[config.mk]
export PLATFORM = sky130hd
export DESIGN_NAME = hls_run_ctrl
export DESIGN_NICKNAME = d
export VERILOG_FILES = /design/src/rtl/hls_run_ctrl_pkg.sv /design/src/rtl/hls_cycle_counter.sv /design/src/rtl/hls_run_ctrl.sv
export SDC_FILE = /design/constraint.sdc
export NUM_CORES = 1
export LEC_CHECK = 0
export BUFFER_PORTS_ARGS = -buffer_cell sky130_fd_sc_hd__buf_2
export CORE_MARGIN = 3
export CORE_UTILIZATION = 30
export CTS_CLUSTER_SIZE = 10
export DETAILED_ROUTE_END_ITERATION = 10
export REMOVE_ABC_BUFFERS = 1
export SLEW_MARGIN = 25
export SYNTH_ARGS = -nofsm -noshare
export SYNTH_HDL_FRONTEND = slang
export SYNTH_HIERARCHICAL = 1
export SYNTH_SLANG_ARGS = --single-unit
[constraint.sdc]
create_clock -name clock -period 3.5 [get_ports clock]
set_input_delay 0.7 -clock clock [delete_from_list [all_inputs] [get_ports clock]]
set_output_delay 0.7 -clock clock [all_outputs]
set_load 0.005 [all_outputs]
[src/rtl/hls_run_ctrl_pkg.sv]
// Shared types and constants for the HLS run controller: FSM state encoding,
// default run-phase timeout and the fixed slave-port data width / access size.
package hls_run_ctrl_pkg;

    typedef enum logic [2:0] {
        ST_IDLE    = 3'd0,
        ST_LD_WAIT = 3'd1,
        ST_LD_WR   = 3'd2,
        ST_START   = 3'd3,
        ST_RUN     = 3'd4,
        ST_REPORT  = 3'd5
    } state_t;

    localparam int         TIMEOUT_CYC_DEF = 200000000;
    localparam int         DATA_W          = 64;
    localparam int         SIZE_W          = 7;
    localparam logic [6:0] RAM_SIZE        = 7'd8;

endpackage

[src/rtl/hls_cycle_counter.sv]
// 32-bit run-cycle counter: clear loads 1 (the START cycle counts as the first
// cycle), enable advances by one and the value sticks at all-ones.
module hls_cycle_counter (
    input  logic        clock,
    input  logic        reset,
    input  logic        clear,
    input  logic        enable,
    output logic [31:0] count
);

    always_ff @(posedge clock or negedge reset) begin
        if (!reset) begin
            count <= 32'd0;
        end else if (clear) begin
            count <= 32'd1;
        end else if (enable && (count != 32'hFFFF_FFFF)) begin
            count <= count + 32'd1;
        end
    end

endmodule

[src/rtl/hls_run_ctrl.sv]
// Session controller: optional byte preload through slave channel 0, one start
// pulse, then waits for done. Define HLS_RUN_CTRL_TIMEOUT_EN for a RUN timeout.
module hls_run_ctrl
    import hls_run_ctrl_pkg::*;
#(
    parameter int ADDR_W      = 9,
    parameter int TIMEOUT_CYC = TIMEOUT_CYC_DEF
) (
    input  logic              clock,
    input  logic              reset,
    input  logic              go,
    input  logic              load_en,
    input  logic              ld_valid,
    output logic              ld_ready,
    input  logic [ADDR_W-1:0] ld_addr,
    input  logic [7:0]        ld_data,
    input  logic              ld_last,
    output logic              start_port,
    input  logic              done_port,
    output logic              S_we_ram,
    output logic              S_oe_ram,
    output logic [ADDR_W-1:0] S_addr_ram,
    output logic [DATA_W-1:0] S_Wdata_ram,
    output logic [SIZE_W-1:0] S_data_ram_size,
    input  logic              Sout_DataRdy,
    output logic              busy,
    output logic              res_valid,
    output logic              res_ok,
    output logic [31:0]       cycle_count,
    output logic [2:0]        dbg_state
);

    // Load beats move when ld_valid and ld_ready are both high at a rising
    // edge; ld_ready is only ever high in LD_WAIT, so beats elsewhere are dropped.
    state_t state;
    logic   last_q;
    logic   cnt_clr;
    logic   cnt_en;

    assign S_oe_ram        = 1'b0;
    assign S_data_ram_size = RAM_SIZE;
    assign dbg_state       = state;
    assign cnt_clr         = (state == ST_START);
    assign cnt_en          = (state == ST_RUN);

`ifdef HLS_RUN_CTRL_TIMEOUT_EN
    // Hitting this value in RUN means the increment lands exactly on TIMEOUT_CYC.
    localparam logic [31:0] TO_LAST = 32'(TIMEOUT_CYC - 1);
`endif

    hls_cycle_counter u_cnt (
        .clock  (clock),
        .reset  (reset),
        .clear  (cnt_clr),
        .enable (cnt_en),
        .count  (cycle_count)
    );

    always_ff @(posedge clock or negedge reset) begin
        if (!reset) begin
            state       <= ST_IDLE;
            last_q      <= 1'b0;
            ld_ready    <= 1'b0;
            start_port  <= 1'b0;
            S_we_ram    <= 1'b0;
            S_addr_ram  <= '0;
            S_Wdata_ram <= '0;
            busy        <= 1'b0;
            res_valid   <= 1'b0;
            res_ok      <= 1'b0;
        end else begin
            start_port <= 1'b0;
            res_valid  <= 1'b0;
            case (state)
                ST_IDLE: begin
                    if (go) begin
                        busy <= 1'b1;
                        if (load_en) begin
                            state    <= ST_LD_WAIT;
                            ld_ready <= 1'b1;
                        end else begin
                            state      <= ST_START;
                            start_port <= 1'b1;
                        end
                    end
                end
                ST_LD_WAIT: begin
                    if (ld_valid) begin
                        S_addr_ram  <= ld_addr;
                        S_Wdata_ram <= {{(DATA_W-8){1'b0}}, ld_data};
                        last_q      <= ld_last;
                        S_we_ram    <= 1'b1;
                        ld_ready    <= 1'b0;
                        state       <= ST_LD_WR;
                    end
                end
                ST_LD_WR: begin
                    if (Sout_DataRdy) begin
                        S_we_ram <= 1'b0;
                        if (last_q) begin
                            state      <= ST_START;
                            start_port <= 1'b1;
                        end else begin
                            state    <= ST_LD_WAIT;
                            ld_ready <= 1'b1;
                        end
                    end
                end
                ST_START: begin
                    if (done_port) begin
                        state     <= ST_REPORT;
                        res_valid <= 1'b1;
                        res_ok    <= 1'b1;
                    end else begin
                        state <= ST_RUN;
                    end
                end
                ST_RUN: begin
                    if (done_port) begin
                        state     <= ST_REPORT;
                        res_valid <= 1'b1;
                        res_ok    <= 1'b1;
                    end
`ifdef HLS_RUN_CTRL_TIMEOUT_EN
                    else if (cycle_count == TO_LAST) begin
                        state     <= ST_REPORT;
                        res_valid <= 1'b1;
                        res_ok    <= 1'b0;
                    end
`endif
                end
                ST_REPORT: begin
                    state <= ST_IDLE;
                    busy  <= 1'b0;
                end
                default: begin
                    state    <= ST_IDLE;
                    busy     <= 1'b0;
                    ld_ready <= 1'b0;
                    S_we_ram <= 1'b0;
                end
            endcase
        end
    end

endmodule

==> results of run 1 <==
-- worst reg2reg max path, cell delays in order (launching register included) --
cell and delay (ns):
dfrtp_1 0.55, nor3b_1 0.25, buf_4 0.18, nand3_1 0.14
nor4_2 0.26, a21boi_0 0.58, nand3_1 0.17, mux2_2 0.29
-- worst max-delay path by stage --
stage,startpoint,to,cells after the start
finish,dbg_state[2]$_DFFE_PN0P_,u_cnt/count[17]$_DFFE_PN0P_,7
global route,dbg_state[2]$_DFFE_PN0P_,u_cnt/count[17]$_DFFE_PN0P_,7
CTS,dbg_state[2]$_DFFE_PN0P_,u_cnt/count[17]$_DFFE_PN0P_,7
detailed placement,dbg_state[2]$_DFFE_PN0P_,u_cnt/count[17]$_DFFE_PN0P_,7
global placement,dbg_state[2]$_DFFE_PN0P_,u_cnt/count[19]$_DFFE_PN0P_,7
floorplan,dbg_state[2]$_DFFE_PN0P_,u_cnt/count[25]$_DFFE_PN0P_,6
-- logic make-up after synthesis --
family,after synthesis
simple gates,114
buf+inv,84
flops,59
compound gates,53
mux,24
xor+xnor,11
other cells,2
fa+ha+maj,1
-- cell usage after synthesis (all sizes together) (6+ instances only) --
master   n  area (sq um)
nor2b    6          45.0
dfrtp   59          1480
buf     70           547
nand2   12          45.0
nor2    29           109
and3     8          56.3
a21oi   18          90.1
o21ai    6          30.0
nor3     6          30.0
or4      6          45.0
xnor2    8          70.1
inv     10          37.5
nand3   16          90.1
mux2    22           282
nand2b   7          43.8
nand4    6          43.8
o31ai    6          45.0
-- layer usage --
layer | up-vias | track usage [%] | share of wire (%)
li1 | 1272 | - | -
met1 | 1303 | 16.8 | 46
met2 | 92 | 18.8 | 46
met3 | 17 | 2.43 | 4.8
met4 | 0 | 7.75 | 3.1
met5 | - | 0 | 0
-- cell type report --
type	instances	area (sq um)	share of cell area, %
Inverter	10	37.5	0.904
Sequential cell	59	1480	35.6
Clock buffer	12	267	6.42
Clock inverter	4	47.5	1.15
Timing Repair Buffer	86	453	10.9
Multi-Input combinational cell	267	1690	40.7
Tap cell	143	179	4.31
-- stage by stage --
stage	total power, W	worst slack (ns)	area, sq um
floorplan	0.00138	1.06	3200
global placement	0.00166	1.10	3840
detailed placement	0.00168	1.01	3840
CTS	0.00261	0.996	4150
global route	0.00274	0.789	4150
finish	0.00257	0.961	4150
-- report_power, final --
group          leakage [nW]  switching, W  total, W  internal [W]
Clock                 0.155      0.000300  0.000906      0.000605
Sequential            0.762      0.000135  0.000981      0.000845
Combinational          1.11      0.000313  0.000681      0.000368
-- flip-flops by register name, summed over array words and instances, names as in the netlist --
name         cells
ld_ready         1
S_addr_ram       9
dbg_state        3
res_valid        1
last_q           1
S_Wdata_ram      8
u_cnt/count     32
busy             1
start_port       1
S_we_ram         1
res_ok           1
-- cells in the final DEF, fill, tap and decap left out, types with 7 or more instances in the layout --
master     netlist  final
nand3_1         14     14
nor2_1          29     28
dfrtp_1         59     59
mux2_4           9      9
mux2_2          13     13
nand2_1         12     12
clkbuf_16        0      9
buf_2            1     82
a21oi_1         18     18
inv_1           10     10
xnor2_1          8      8
nand2b_1         7      7
conb_1           2     64
==> metrics.md, run 1 <==
| Metric | Value |
|---|---|
| Fill count | 1138 |
| Status | complete, no violations |
| First-pass GRT wire length | between 10 and 15 mm |
| Final Setup Violations | 0 |
| Drc violations | 0 |
| IO Count | 147 |
| Worst Setup End Kind | flip-flop |
| Total global-route track usage | 12.6% |
| Mean Syn Cell Area | 10.2 sq um |
| Worst-Margin Slew | 0.920 ns |
| WS Path Type | reg2reg |
| Post-Syn Instances | between 300 and 400 |
| Synth Area in Adders | 0.353% |
| Final hold violations | 0 |
| Most used cell, CP | nand3_1 |
| FP Rows | 39 |
| Peak supply drop | 0.000338 V |
| Synth Area in Simple Gates | 18.9% |
| Dpl cells | 565 |
| P&R area growth vs syn | 17.1% |
| Post-CTS Setup Repair Bufs | 0 |
| Crit path DAT | ~2.7 ns |
| Core area | about 0.011 sq mm |
| Routed vias/inst | 4.62 |
| Reg2reg path depth | 7 |
| Initial antenna violation count | 0 |
| Final core utilization | between 30% and 40% |
| DP HPWL | 5.89 mm |
| Drt first pass iters | 4 |
| Min Hold Slack | 0.374 ns |
| Xor/xnor share of the synthesized area | under 10% |
| FF+latch count, synth | 59 |
| Longest Clk Path Bufs | 2 |
| Largest family of logic cells by synthesized area | simple AND/OR/NAND/NOR gates |
| Root Buffer Master | clkbuf_16 |
| Non-Filler Instances | around 580 |
| Slew HR | 38.6% |
| CTS tree | done |
| Reg2reg end | u_cnt/count[17]$_DFFE_PN0P_ |
| Routed Antenna Nets | 0 |
| # nets final | 459 |
| Vias in the first global route | 2561 |
| Die W | 115 um |
| Initial Util | 30.9% |
| TNS Setup | 0 ns |
| Die Y | ~110 um |
| Via count | roughly 2700 |
| Worst path cell trace | nor3b_1, buf_4, nand3_1, nor4_2, a21boi_0, nand3_1, mux2_2 |
| Wire length per cell | 13.8 um |
| CP Launch Type | flip-flop |
| H-tree Lvls | 3 |
| RD Place Congestion | 0.783 |
| Largest net degree at the start of global routing | 60 |
| Period utilization | 72.5% |
| Cell Pwr Density | 619 mW/mm^2 |
| Buffers on Ports | 82 |
| CTS buffer count | 9 |
| Leakage | just over 2 nW |
| Total die area | 0.0132 sq mm |
| Post-synthesis mux area share | 8.86% |
| FF-to-FF setup slack | 0.96 ns |
| Async S/R FF share, synth | 100% |
| # hold bufs at CTS | 0 |
| Slew Limit Fails | 0 |
| CTS sink count | 59 |
| Tightest Hold Check Type | in2async |
| Clock latency reported for the late side of the worst-skew pair | 0.33 ns |
| Max Cap Violations | 0 |
| Synth Area in Compound Gates | 10.1% |
| Routed wire length | 7.99 mm |
| Slowest stage delay, CP | 0.58 ns |
| Fmax | 394 MHz |
| Sequential cell area fraction in the yosys report | 41.6% |
| Share of layout cells above drive strength 1 | between 30% and 40% |
| Clock Pin Slew Worst Setup and Hold Paths | approximately 0.05 ns |
| Post-synthesis cell area | 0.00355 sq mm |
| Initial drt markers | 95 |
| Worst path slowest cell | a21boi_0 |
| PostCTS Resize Cnt | 0 |
| Synth Flop Type | dfrtp_1 |
| Peak fanout along the critical path | 12 |
| Final Skew | 0.00803 ns |
| Family with the most delay on the worst path | simple AND/OR/NAND/NOR gates |
| Buf+Inv Stages, Crit Path | 1 |
| Number of synthesized flops with an enable pin | 0 |
| Antenna diodes | 0 |
| Global route overflow | 0 |
| Reg2reg start | dbg_state[2]$_DFFE_PN0P_ |
| Distinct cells, synth | 60 |
| Unrepaired setup endpoints after global routing | no |
| Yosys warning total | 6 |
| Worst EP required | 3.71 ns |
| Min Tclk post-route | 2.54 ns |
(Power assumes the default switching activity.)
==> run 2: changes to the inputs <==
==> constraint.sdc (replaced) <==
create_clock -name clock -period 2.41 [get_ports clock]
set_input_delay 0.482 -clock clock [delete_from_list [all_inputs] [get_ports clock]]
set_output_delay 0.482 -clock clock [all_outputs]
set_load 0.005 [all_outputs]
==> run 2 against run 1 <==
- critical path depth is 1 lower
- critical endpoint is now u_cnt/count[25]$_DFFE_PN0P_
- via count decreased by 0.89%
- cell count is 1.2% higher
- clock skew is 0.0021 ns lower
==> metrics.md, run 2 (synthesis results as in run 1) <==
| Metric | Value |
|---|---|
| Total global-route track usage | 12.5% (-0.12 points) |
| Final Skew | 0.00594 ns (-0.00209 ns) |
| Peak fanout along the critical path | 16 (+4) |
| Root Buffer Master | clkbuf_16 |
| PostCTS Resize Cnt | 0 (unchanged) |
| Total die area | 0.0132 sq mm (unchanged) |
| # nets final | 467 (+1.7%) |
| Die W | 115 um (unchanged) |
| Tightest Hold Check Type | in2async |
| Routed Antenna Nets | 0 (unchanged) |
| Max reg flops | 32 (unchanged) |
| Antenna diodes | 0 (unchanged) |
| Crit path DAT | 2.40 ns (-0.34 ns) |
| Global route overflow | 0 (unchanged) |
| Final Total Pwr | 0.00370 W (+44%) |
| WS Path Type | reg2reg |
| IO Count | 147 (unchanged) |
| CTS tree | done |
| Vias in the first global route | 2504 (-2.2%) |
| P_int | 0.00261 W (+44%) |
| Core area | 0.0115 sq mm (unchanged) |
| Clock Pin Slew Worst Setup and Hold Paths | 0.05 ns (about the same) |
| Drt first pass iters | 4 (unchanged) |
| Routed vias/inst | 4.52 (-2.1%) |
| Register share of total power | 37.3% (-0.9 points) |
| Final Setup Violations | 0 (unchanged) |
| Buf+Inv Stages, Crit Path | 0 (-1) |
| DP HPWL | 5.84 mm (-0.82%) |
| Final hold violations | 0 (unchanged) |
| Slew HR | 48.7% (+10 points) |
| CTS sink count | 59 (unchanged) |
| Post-CTS Setup Repair Bufs | 0 (unchanged) |
| Largest net degree at the start of global routing | 60 (unchanged) |
| # hold bufs at CTS | 0 (unchanged) |
| Min Hold Slack | 0.313 ns (-0.0611 ns) |
| Most frequent cells in the layout | 82 x buf_2, 64 x conb_1, 59 x dfrtp_1, 28 x nor2_1, 18 x a21oi_1 |
| Worst EP required | 2.66 ns (-1.05 ns) |
| Leakage | 2.06 nW (+1.7%) |
| Unrepaired setup endpoints after global routing | no |
| P&R area growth vs syn | 18.1% |
| Sw power | 0.00109 W (+45%) |
| Peak supply drop | 0.000355 V (+5.0%) |
| Slowest stage delay, CP | 0.53 ns (-0.05 ns) |
| Drc violations | 0 (unchanged) |
| Worst-Margin Slew | 0.769 ns (-0.151 ns) |
| Clock latency reported for the late side of the worst-skew pair | 0.33 ns (about the same) |
| Initial Util | 30.9% (unchanged) |
| Largest Register | u_cnt/count |
| Biggest regs | u_cnt/count x32, S_addr_ram x9, S_Wdata_ram x8 |
| Clock share of power | 34.1% (-1.2 points) |
| Reg2reg path depth | 6 (-1) |
| Routed wire length | 8.06 mm (+0.85%) |
| CP Launch Type | flip-flop |
| CTS buffer count | 9 (unchanged) |
| Commonest non-fill, non-tap cell in the layout | buf_2 |
| Fmax | 464 MHz (+18%) |
| Buffers on Ports | 82 (unchanged) |
| H-tree Lvls | 3 (unchanged) |
| Fill count | 1142 (+0.35%) |
| Min Tclk post-route | 2.16 ns (-0.382 ns) |
| Share of layout cells above drive strength 1 | 34.4% (+1.3 points) |
| Family with the most delay on the worst path | simple AND/OR/NAND/NOR gates |
| Worst Setup End Kind | flip-flop |
| Worst path cell trace | nor3b_2, nand3_1, nor4_2, a21bo_2, or4_1, a21oi_1 |
| Initial drt markers | 88 (-7.4%) |
| Worst path slowest cell | or4_1 |
| Final core utilization | 36.5% (+0.33 points) |
| Slew Limit Fails | 0 (unchanged) |
| Wire length per cell | 13.7 um (-0.35%) |
| RD Place Congestion | 0.824 (+5.3%) |
| Initial antenna violation count | 0 (unchanged) |
| Cell Pwr Density | 884 mW/mm^2 (+43%) |
| Period utilization | 89.5% (+17 points) |
| CP Depth | 6 (-1) |
| Status | complete, no violations |
| Longest Clk Path Bufs | 2 (unchanged) |
| FP Rows | 39 (unchanged) |
| Via count | 2660 (-0.89%) |
| First-pass GRT wire length | 12.9 mm (-1.3%) |
| Die Y | 115 um (unchanged) |
| Logic pwr share | 28.6% (+2.1 points) |
| Switching share of total power | 29.4% (+0.26 points) |
| Max Cap Violations | 0 (unchanged) |
[run 2: final timing paths]
kind                       slack (ns)                     endpoint                     start
max                              0.25  u_cnt/count[25]$_DFFE_PN0P_  dbg_state[0]$_DFFE_PN0P_
min                              0.31  u_cnt/count[30]$_DFFE_PN0P_                     reset
max reg2reg                      0.25  u_cnt/count[25]$_DFFE_PN0P_  dbg_state[0]$_DFFE_PN0P_
min reg2reg                      0.48           res_ok$_DFFE_PN0P_        res_ok$_DFFE_PN0P_
max in group asynchronous        1.59   S_Wdata_ram[4]$_DFFE_PN0P_                     reset
min in group clock               0.38   S_Wdata_ram[1]$_DFFE_PN0P_                ld_data[1]
[run 2: metal layers]
metal  share of wire (%)  vias up  wire length, um  global-route usage [%]
li1                    -     1273                -                       -
met1                  45     1291             3650                    16.0
met2                  47       80             3750                    19.0
met3                 5.5       16              440                    3.75
met4                 2.8        0              222                    6.42
met5                   0        -                0                       0
[run 2: final cells by class]
cell class	count	area [sq um]	area share, %
clock buffers	14	294	7.02
clock inverters	1	5.00	0.119
inverters	10	37.5	0.896
multi-input cells	267	1700	40.5
flip-flops and latches	59	1480	35.2
well taps	143	179	4.27
repair buffers	94	500	11.9
[run 2: stage by stage]
stage                     worst slack [ns]  instance area, sq um  std cells  setup TNS, ns
after floorplan                    -0.0261                  3200        336        -0.0871
after global placement               0.215                  3880        573              0
after detailed placement             0.164                  3880        573              0
after CTS                            0.148                  4180        588              0
after global routing                0.0796                  4190        588              0
final                                0.253                  4190        588              0
[run 2: worst reg2reg max path, cell delays in order, from the launching register on]
cell     delay, ns
dfrtp_1       0.38
nor3b_2       0.22
nand3_1       0.17
nor4_2        0.26
a21bo_2       0.35
or4_1         0.53
a21oi_1       0.17
[run 2: power by group through the flow]
stage                     clock [W]  combinational [W]  sequential, W
final                       0.00126            0.00106        0.00138
after global routing        0.00135            0.00116        0.00142
after CTS                   0.00130            0.00107        0.00138
after detailed placement          0            0.00107        0.00139
after global placement            0            0.00105        0.00138
after floorplan                   0           0.000566        0.00144
==> run 3: changes to the inputs <==
--- a/config.mk
+++ b/config.mk
@@ -10,6 +10,7 @@
 export CORE_UTILIZATION = 30
 export CTS_CLUSTER_SIZE = 10
 export DETAILED_ROUTE_END_ITERATION = 10
+export GPL_TIMING_DRIVEN = 0
 export REMOVE_ABC_BUFFERS = 1
 export SLEW_MARGIN = 25
 export SYNTH_ARGS = -nofsm -noshare
==> run 3 against run 2 <==
- non-clock buffer count down 4
- clock power up 5%
- hold slack worse by 0.071 ns
- first-iteration DRC count is 6.8% lower
- flip-flop and latch count unchanged
- global-route usage fell by 0.26 points
- die area stayed put
- sequential share of layout area shrank 0.33 points
- highest routed layer unchanged
- count of clock-buffer cells in the layout decreased by 2
- design area is 1.2% higher
- worst setup slack worse by 0.14 ns
- core utilization grew 0.44 points
==> metrics.md, run 3 (synthesis results as in run 1) <==
| Metric | Value |
|---|---|
| Status | complete, no violations |
| Initial antenna violation count | 0 (unchanged) |
| FP Rows | 39 (unchanged) |
| Final Skew | 0.00802 ns (+0.00208 ns) |
| Clock Pin Slew Worst Setup and Hold Paths | 0.06 ns (about the same) |
| Longest Clk Path Bufs | 2 (unchanged) |
| Via count | 2698 (+1.4%) |
| Crit path DAT | 2.54 ns (+0.14 ns) |
| H-tree Lvls | 3 (unchanged) |
| CTS sink count | 59 (unchanged) |
| CTS buffer count | 9 (unchanged) |
| Worst EP required | 2.65 ns (about the same) |
| Total global-route track usage | 12.2% (-0.26 points) |
| Slew HR | 48.2% (-0.50 points) |
| Fmax | 436 MHz (-5.9%) |
| Period utilization | 95.2% (+5.6 points) |
| Global Route met3 Usage | 2.33% (-1.4 points) |
| Commonest non-fill, non-tap cell in the layout | buf_2 |
| First-pass GRT wire length | 12.7 mm (-1.2%) |
| Met2 Use GR | 20.6% (+1.7 points) |
| Die W | 115 um (unchanged) |
| Initial Util | 30.9% (unchanged) |
| IO Count | 147 (unchanged) |
| Max reg flops | 32 (unchanged) |
| RD Place Congestion | 0.835 (+1.3%) |
| Worst-Margin Slew | 0.777 ns (+0.00745 ns) |
| Root Buffer Master | clkbuf_16 |
| Core area | 0.0115 sq mm (unchanged) |
| Worst path slowest cell | dfrtp_2 |
| Total die area | 0.0132 sq mm (unchanged) |
| Reg2reg path depth | 6 (unchanged) |
| Final worst setup slack | 0.117 ns (-0.136 ns) |
| P&R area growth vs syn | 19.5% |
| Final hold violations | 0 (unchanged) |
| # hold bufs at CTS | 0 (unchanged) |
| Leakage | 2.07 nW (+0.47%) |
| Min Hold Slack | 0.242 ns (-0.0707 ns) |
| Routed Antenna Nets | 0 (unchanged) |
| Peak fanout along the critical path | 16 (unchanged) |
| Met1 Use GR | 15.0% (-1.0 points) |
| Max Cap Violations | 0 (unchanged) |
| Wire length per cell | 13.7 um (-0.22%) |
| Busiest grt layer | met2 |
| WS Path Type | reg2reg |
| Slowest stage delay, CP | 0.50 ns (-0.03 ns) |
| Routed vias/inst | 4.61 (+1.9%) |
| Place WS | -0.707 ns (-0.872 ns) |
| Drc violations | 0 (unchanged) |
| Die Y | 115 um (unchanged) |
| Vias in the first global route | 2561 (+2.3%) |
| Combined area of the multi-input logic cells | 0.00174 sq mm (+2.3%) |
| DP HPWL | 5.74 mm (-1.7%) |
| Antenna diodes | 0 (unchanged) |
| CTS tree | done |
| Final Setup Violations | 0 (unchanged) |
| Drt first pass iters | 4 (unchanged) |
| Cell Pwr Density | 894 mW/mm^2 (+1.1%) |
| CP Launch Type | flip-flop |
| FF+latch area | 0.00148 sq mm (+0.25%) |
| TNS Setup | 0 ns (unchanged) |
| Min Tclk post-route | 2.29 ns (+0.136 ns) |
| Non-Filler Instances | 585 (-0.51%) |
| Biggest regs | u_cnt/count x32, S_addr_ram x9, S_Wdata_ram x8 |
| Clock latency reported for the late side of the worst-skew pair | 0.33 ns (about the same) |
| Initial drt markers | 82 (-6.8%) |
| Fill count | 1148 (+0.53%) |
| # nets final | 463 (-0.86%) |
| Tightest Hold Check Type | in2async |
| Worst Setup End Kind | flip-flop |
| Share of layout cells above drive strength 1 | 35.3% (+0.91 points) |
| Global route overflow | 0 (unchanged) |
| Slew Limit Fails | 0 (unchanged) |
| Peak supply drop | 0.000311 V (-12%) |
| Worst path cell trace | nor3b_4, nand3_2, nor4_2, a21bo_4, or4_1, a21oi_1 |
| Largest net degree at the start of global routing | 60 (unchanged) |
| Buffers on Ports | 82 (unchanged) |
| Final core utilization | 37.0% (+0.44 points) |
| Most frequent cells in the layout | 81 x buf_2, 64 x conb_1, 56 x dfrtp_1, 28 x nor2_1, 17 x a21oi_1 |
| Routed wire length | 8.00 mm (-0.73%) |
| Dpl cells | 562 (-1.9%) |
| Largest Register | u_cnt/count |
-- run 3: layout make-up --
cell class	count	share of cell area (%)
multi-input combinational	267	40.9
clock buffer	12	6.29
clock inverter	4	1.12
tap	143	4.22
timing repair buffer	90	11.6
sequential	59	34.9
inverter	10	0.885
-- run 3: power by group --
| part | switching (W) | internal, W | leakage (nW) |
|---|---|---|---|
| logic | 0.000460 | 0.000568 | 1.16 |
| clock network | 0.000444 | 0.000880 | 0.155 |
| registers | 0.000204 | 0.00123 | 0.758 |
-- run 3: layer usage --
layer  wire length, um  share of wire [%]  vias to the layer above
met2              4030                 50                       89
met3               389                4.9                        9
met5                 0                  0                        -
met1              3450                 43                     1320
met4               134                1.7                        0
li1                  -                  -                     1280
-- run 3: what timing repair did --
| action | CTS | global route |
|---|---|---|
| pin swaps | 1 | 1 |
| setup endpoints to repair | 19 | 11 |
| buffers inserted | 1 | 6 |
| gates resized for setup | 5 | 6 |
-- run 3: worst max-delay path, delay by kind of cell (launching register included) --
kind               cells  cell delay, ns
AOI/OAI and AO/OA      2            0.50
DFF                    1            0.50
and+or+nand+nor        4            1.21
-- run 3: worst paths after layout --
path | startpoint | endpoint | slack (ns)
max | dbg_state[1]$_DFFE_PN0P_ | u_cnt/count[27]$_DFFE_PN0P_ | 0.12
min | reset | u_cnt/count[31]$_DFFE_PN0P_ | 0.24
max reg2reg | dbg_state[1]$_DFFE_PN0P_ | u_cnt/count[27]$_DFFE_PN0P_ | 0.12
min reg2reg | dbg_state[2]$_DFFE_PN0P_ | dbg_state[1]$_DFFE_PN0P_ | 0.48
max in group asynchronous | reset | dbg_state[0]$_DFFE_PN0P_ | 1.62
min in group clock | ld_data[3] | S_Wdata_ram[3]$_DFFE_PN0P_ | 0.39
-- run 3: per-stage QoR --
step | total power (W) | area, sq um
finish | 0.00379 | 4240
floorplan | 0.00200 | 3200
detailed placement | 0.00245 | 3830
global route | 0.00403 | 4240
CTS | 0.00382 | 4170
global placement | 0.00238 | 3790
